$ cat config.mk
export PLATFORM = sky130hd
export DESIGN_NAME = mpx_muldiv
export DESIGN_NICKNAME = d
export VERILOG_FILES = /design/src/rtl/mpx_muldiv.sv
export SDC_FILE = /design/constraint.sdc
export NUM_CORES = 2
export LEC_CHECK = 0
export BUFFER_PORTS_ARGS = -buffer_cell sky130_fd_sc_hd__buf_2
export CORE_AREA = 2 2 327 329
export DETAILED_ROUTE_END_ITERATION = 6
export DIE_AREA = 0 0 329 331
export PLACE_DENSITY = 0.75
export RECOVER_POWER = 50
export SETUP_SLACK_MARGIN = 0.1
export SLEW_MARGIN = 20
export SYNTH_ARGS = -nofsm -noshare
export SYNTH_HDL_FRONTEND = slang
export SYNTH_SLANG_ARGS = --single-unit
$ cat constraint.sdc
create_clock -name clk_i -period 12.7 [get_ports clk_i]
set_clock_uncertainty 0.05 [all_clocks]
set_input_delay 1.27 -clock clk_i [delete_from_list [all_inputs] [get_ports clk_i]]
set_output_delay 1.27 -clock clk_i [all_outputs]
set_load 0.005 [all_outputs]
$ cat src/rtl/mpx_muldiv.sv
// Multi-cycle multiply/divide unit with HI/LO registers for the MPX execute stage.
// Multiplies complete after MUL_LATENCY cycles; divides take 32 restoring steps plus a sign-fixup cycle.
module mpx_muldiv #(
  parameter int unsigned MUL_LATENCY = 3
) (
  input  logic        clk_i,
  input  logic        rst_i,
  input  logic        opcode_valid_i,
  input  logic [31:0] opcode_opcode_i,
  input  logic [31:0] opcode_rs_operand_i,
  input  logic [31:0] opcode_rt_operand_i,
  input  logic        hold_i,
  input  logic        squash_i,
  output logic        stall_o,
  output logic        busy_o,
  output logic [31:0] writeback_value_o
);

  localparam int unsigned XLEN  = 32;
  localparam int unsigned CNT_W = 6;

  localparam logic [5:0] FN_MFHI  = 6'h10;
  localparam logic [5:0] FN_MTHI  = 6'h11;
  localparam logic [5:0] FN_MFLO  = 6'h12;
  localparam logic [5:0] FN_MTLO  = 6'h13;
  localparam logic [5:0] FN_MULT  = 6'h18;
  localparam logic [5:0] FN_MULTU = 6'h19;
  localparam logic [5:0] FN_DIV   = 6'h1A;
  localparam logic [5:0] FN_DIVU  = 6'h1B;

  typedef enum logic [1:0] {ST_IDLE, ST_MUL, ST_DIV, ST_FIX} state_e;

  state_e            state_q, state_d;
  logic [CNT_W-1:0]  count_q, count_d;
  logic [XLEN-1:0]   hi_q, hi_d, lo_q, lo_d, wb_q, wb_d;
  logic [XLEN-1:0]   opa_q, opa_d, opb_q, opb_d, rem_q, rem_d;
  logic              mul_sgn_q, mul_sgn_d, q_neg_q, q_neg_d, r_neg_q, r_neg_d;
  logic              busy_q, busy_d;

  logic [5:0]        func;
  logic              special, known_func, md_op, accept, div_signed;
  logic              unused_opcode_bits;

  assign func               = opcode_opcode_i[5:0];
  assign special            = (opcode_opcode_i[31:26] == 6'd0);
  assign unused_opcode_bits = ^opcode_opcode_i[25:6];
  assign div_signed         = (func == FN_DIV);

  always_comb begin
    known_func = 1'b0;
    case (func)
      FN_MFHI, FN_MTHI, FN_MFLO, FN_MTLO,
      FN_MULT, FN_MULTU, FN_DIV, FN_DIVU: known_func = 1'b1;
      default:                             known_func = 1'b0;
    endcase
  end

  assign md_op   = opcode_valid_i & special & known_func;
  assign accept  = md_op & ~busy_q & ~hold_i & ~squash_i;
  assign stall_o = md_op & busy_q;

  // Full 64-bit product of the latched operands; sign-extended for MULT.
  logic [2*XLEN-1:0] opa_ext, opb_ext, product;
  assign opa_ext = mul_sgn_q ? {{XLEN{opa_q[XLEN-1]}}, opa_q} : {{XLEN{1'b0}}, opa_q};
  assign opb_ext = mul_sgn_q ? {{XLEN{opb_q[XLEN-1]}}, opb_q} : {{XLEN{1'b0}}, opb_q};
  assign product = opa_ext * opb_ext;

  // Restoring step: dividend bits shift out of opa_q while quotient bits shift in.
  logic [XLEN:0] partial;
  logic          fits;
  assign partial = {rem_q, opa_q[XLEN-1]};
  assign fits    = (partial >= {1'b0, opb_q});

  always_comb begin
    state_d   = state_q;
    count_d   = count_q;
    hi_d      = hi_q;
    lo_d      = lo_q;
    wb_d      = wb_q;
    opa_d     = opa_q;
    opb_d     = opb_q;
    rem_d     = rem_q;
    mul_sgn_d = mul_sgn_q;
    q_neg_d   = q_neg_q;
    r_neg_d   = r_neg_q;

    if (squash_i) begin
      state_d = ST_IDLE;
      count_d = '0;
    end else begin
      case (state_q)
        ST_IDLE: begin
          if (accept) begin
            case (func)
              FN_MFHI: wb_d = hi_q;
              FN_MFLO: wb_d = lo_q;
              FN_MTHI: hi_d = opcode_rs_operand_i;
              FN_MTLO: lo_d = opcode_rs_operand_i;
              FN_MULT, FN_MULTU: begin
                state_d   = ST_MUL;
                count_d   = CNT_W'(MUL_LATENCY);
                opa_d     = opcode_rs_operand_i;
                opb_d     = opcode_rt_operand_i;
                mul_sgn_d = (func == FN_MULT);
              end
              FN_DIV, FN_DIVU: begin
                state_d = ST_DIV;
                count_d = CNT_W'(XLEN);
                rem_d   = '0;
                opa_d   = (div_signed && opcode_rs_operand_i[XLEN-1]) ?
                          -opcode_rs_operand_i : opcode_rs_operand_i;
                opb_d   = (div_signed && opcode_rt_operand_i[XLEN-1]) ?
                          -opcode_rt_operand_i : opcode_rt_operand_i;
                // Divide by zero keeps the raw all-ones quotient; remainder fixup restores rs.
                q_neg_d = div_signed && (opcode_rs_operand_i[XLEN-1] ^ opcode_rt_operand_i[XLEN-1])
                          && (opcode_rt_operand_i != '0);
                r_neg_d = div_signed && opcode_rs_operand_i[XLEN-1];
              end
              default: ;
            endcase
          end
        end
        ST_MUL: begin
          count_d = count_q - CNT_W'(1);
          if (count_q == CNT_W'(1)) begin
            hi_d    = product[2*XLEN-1:XLEN];
            lo_d    = product[XLEN-1:0];
            state_d = ST_IDLE;
          end
        end
        ST_DIV: begin
          count_d = count_q - CNT_W'(1);
          rem_d   = fits ? XLEN'(partial - {1'b0, opb_q}) : partial[XLEN-1:0];
          opa_d   = {opa_q[XLEN-2:0], fits};
          if (count_q == CNT_W'(1)) state_d = ST_FIX;
        end
        ST_FIX: begin
          lo_d    = q_neg_q ? -opa_q : opa_q;
          hi_d    = r_neg_q ? -rem_q : rem_q;
          state_d = ST_IDLE;
        end
        default: state_d = ST_IDLE;
      endcase
    end

    busy_d = (state_d != ST_IDLE);
  end

  always_ff @(posedge clk_i or negedge rst_i) begin
    if (!rst_i) begin
      state_q   <= ST_IDLE;
      count_q   <= '0;
      hi_q      <= '0;
      lo_q      <= '0;
      wb_q      <= '0;
      opa_q     <= '0;
      opb_q     <= '0;
      rem_q     <= '0;
      mul_sgn_q <= 1'b0;
      q_neg_q   <= 1'b0;
      r_neg_q   <= 1'b0;
      busy_q    <= 1'b0;
    end else begin
      state_q   <= state_d;
      count_q   <= count_d;
      hi_q      <= hi_d;
      lo_q      <= lo_d;
      wb_q      <= wb_d;
      opa_q     <= opa_d;
      opb_q     <= opb_d;
      rem_q     <= rem_d;
      mul_sgn_q <= mul_sgn_d;
      q_neg_q   <= q_neg_d;
      r_neg_q   <= r_neg_d;
      busy_q    <= busy_d;
    end
  end

  assign busy_o            = busy_q;
  assign writeback_value_o = wb_q;

endmodule
==> reports/results.ini <==
[run_status]
outcome=complete, but fails checks
violations=max-capacitance violations, max-slew violations

[global_routing]
grt_pass1_vias=50376
gr-total-overflow=0
grt_usage_pct=39.19
antenna_found_initial=17
grt_max_degree=80
grt_pass1_wl_mm=313.3

[routing]
drt_pass1_iterations=6
drc=0
vias_per_cell=5.872
dr.first_iter.drc_count=4815
via_count=47607
wl_mm=205.3
ant_nets=0
wl_per_cell_um=25.32

[place]
dp_hpwl_mm=167.0
pre_cts_ws_ns=1.705
gp_congestion=1.028
port_buffers=114

[logic_synthesis]
ys_seq_elements=204
synth_top_cell_area_share_pct=46.18
synth_area_leaders=fa_1, inv_1, dfrtp_1
syn-cell-area_mm2=0.06156
synth_edf_count=0
synth.distinct_cells=88
synth_top_area_cell=fa_1
ys.flop_type=dfrtp_1
syn_nets=8654
yosysWarningCount=0
async_flop_share_pct=100.0
syn_avg_cell_area_um2=9.078
synth_seq_area_share_pct=8.293
syn_inst=6781

[critical_path]
arrival_ns=11.55
path_class=flop to flop
rrSetupSlack_ns=1.58
crit_path_top_delay_cell=fa_1
cp_num_buf_inv=7
cp_top_family=adder cells
start_kind=flop
crit_top_cell=fa_1
critical-path-max-stage-delay_ns=1.02
r2r-start=opa_q[31]$_DFFE_PN0P_
r2r-end=hi_q[30]$_DFFE_PN0P_
cp-startpoint=opa_q[31]$_DFFE_PN0P_
required_ns=13.13
end_kind=flop
reg2reg_depth=30
cp_max_fo=9

[clock_tree]
worstSkewPairLatency_ns=0.59
post_cts_resized=0
cts_setup_buffers=0
path_clk_slew_ns=0.07
htree_levels=1
root_buffer=clkbuf_16
cts_tree=done
clock-sinks=204
ctsHoldBuffers=0
clk_path_buf_depth=3
cts_buffers=24

[die]
num_rows=119
core_area_mm2=0.1050
start_util_pct=58.64
io_pins=135
die_w_um=329
die_y_um=331
die-area_mm2=0.1089

[cells_and_area]
seq_area_mm2=0.005112
area_growth_pct=4.421
multiInputGateArea_mm2=0.04918
drive_gt1_share_pct=4.672
fillers=8999
nNetsFinal=8556

[sta]
fin_crit_ns=11.12
max_freq_mhz=89.90
slew_headroom_pct=-244.7
final.setup.worst_slack_ns=1.576
timing_worst_slew_pin_value_ns=5.170
hold_violations=0
finalSetupTns_ns=0
finalMaxSlewViolations=341
finalSetupViolCount=0
rsz0062_at_grt=false
fin_crit_sh_pct=87.59

[power_and_ir_drop]
swShare_pct=55.10
max-vdd-ir-drop_uv=232.0
power_density_mw_per_mm2=56.80
clkPwrFrac_pct=20.2
sequentialPowerShare_pct=26.9
pwr-share-comb_pct=53.0
cellLeakagePower_nw=33.24
p_int_mw=1.639
switchingPower_mw=2.012

[min_path]
holdPathStages=2
hp-class=flop to flop
worstHoldStart=writeback_value_o[4]$_DFFE_PN0P_
min_delay_worst_endpoint=writeback_value_o[4]$_DFFE_PN0P_

[flow_run]
cap_violations=5

==> stage by stage <==
step	hold WS [ns]	total power [mW]	util (%)	cells	cell area, um2
floorplan	0.3996	1.893	-	6781	61560
global placement	0.4071	2.790	60.48	8048	63480
detailed placement	0.4148	2.810	60.48	8048	63480
CTS	0.4277	3.544	61.24	8090	64290
global route	0.4536	3.744	61.20	8091	64240
finish	0.4210	3.651	61.24	8108	64280
==> how the worst max path moves through the flow <==
| stage | depth (start not counted) | end |
|---|---|---|
| floorplan | 31 | hi_q[29]$_DFFE_PN0P_ |
| global placement | 30 | hi_q[30]$_DFFE_PN0P_ |
| detailed placement | 30 | hi_q[30]$_DFFE_PN0P_ |
| CTS | 30 | hi_q[30]$_DFFE_PN0P_ |
| global route | 30 | hi_q[30]$_DFFE_PN0P_ |
| finish | 30 | hi_q[30]$_DFFE_PN0P_ |
==> registers in the layout (all words and copies together), names as in the netlist <==
register and flops:
state_q 2, mul_sgn_q 1, busy_o 1, hi_q 32
q_neg_q 1, lo_q 32, opb_q 32, r_neg_q 1
writeback_value_o 32, opa_q 32, count_q 6, rem_q 32
==> cells in the final DEF, fill, tap and decap left out, types with 10 or more instances in the layout <==
cell       netlist  final
inv_1         1591   1591
fa_1          1420   1420
nand2_1        808    804
and2_1         515    514
ha_1           352    349
nor2_1         240    239
dfrtp_1        204    198
o21ai_0        189    189
a21oi_1        182    181
xnor2_1        175    174
buf_4            3    117
buf_2           14     87
xor2_1          74     74
a21o_1          49     49
a31oi_1         48     48
mux2i_1         45     45
o31ai_1         42     41
clkbuf_1       318     35
a22oi_1         34     34
and3_1          33     33
nand3_1         33     32
nor3_1          32     31
clkbuf_16        0     24
or3_1           23     23
o21a_1          22     22
nand2b_1        21     21
o21ai_1         21     20
a211oi_1        20     20
a221oi_1        20     20
diode_2          0     18
nand4_1         18     18
nor4_1          15     16
o41ai_1         15     15
nor2b_1         13     12
or2_2           11     11
a32oi_1         11     11
a211o_1         10     10
a22o_1          10     10
==> worst register-to-register path, delay by kind of cell (launching register included) <==
kind                       cells  cell delay [ns]
AOI/OAI and AO/OA              5             1.31
buffers and inverters          7             0.81
and+or+nand+nor                6             1.46
adders and majority gates     11             6.37
DFF                            1             0.70
muxes                          1             0.35
==> power groups by stage <==
stage	logic [mW]	clock network [mW]	registers, mW
floorplan	1.10	0	0.791
global placement	1.82	0	0.967
detailed placement	1.84	0	0.970
CTS	1.84	0.740	0.960
global route	2.00	0.764	0.984
finish	1.93	0.736	0.981
==> kinds of logic after synthesis <==
logic type | share of synthesized area (%)
AOI/OAI and AO/OA | 7.963
xor gates and xnor gates | 3.543
adders and majority gates | 53.37
buffers and inverters | 11.94
DFF | 8.293
muxes | 0.8049
and+or+nand+nor | 14.09
==> layout make-up <==
type | instances | share of cell area, %
Clock inverter | 7 | 0.1557
Sequential cell | 204 | 7.953
Clock buffer | 35 | 1.092
Timing Repair Buffer | 235 | 2.227
Tap cell | 1391 | 2.708
Antenna cell | 18 | 0.07007
Inverter | 1591 | 9.291
Multi-Input combinational cell | 4627 | 76.50
==> routing by layer <==
metal	up-vias	global-route usage (%)	wire length, um
li1	20103	-	-
met1	24266	51.60	77980
met2	2726	59.58	89980
met3	500	11.27	25020
met4	12	19.83	12230
met5	-	0	84
==> Yosys cell counts (22+ instances only) <==
master	instances
a31oi_1	48
nand3_1	33
o21ai_0	189
inv_1	1591
xnor2_1	175
buf_1	24
a21oi_1	182
and3_1	33
nor2_1	240
or3_1	23
dfrtp_1	204
xor2_1	74
fa_1	1420
o31ai_1	42
a22oi_1	34
a21o_1	49
mux2i_1	45
clkbuf_1	318
o21a_1	22
nand2_1	808
nor3_1	32
ha_1	352
and2_1	515
Note: power is estimated with default switching activity, not from simulation.
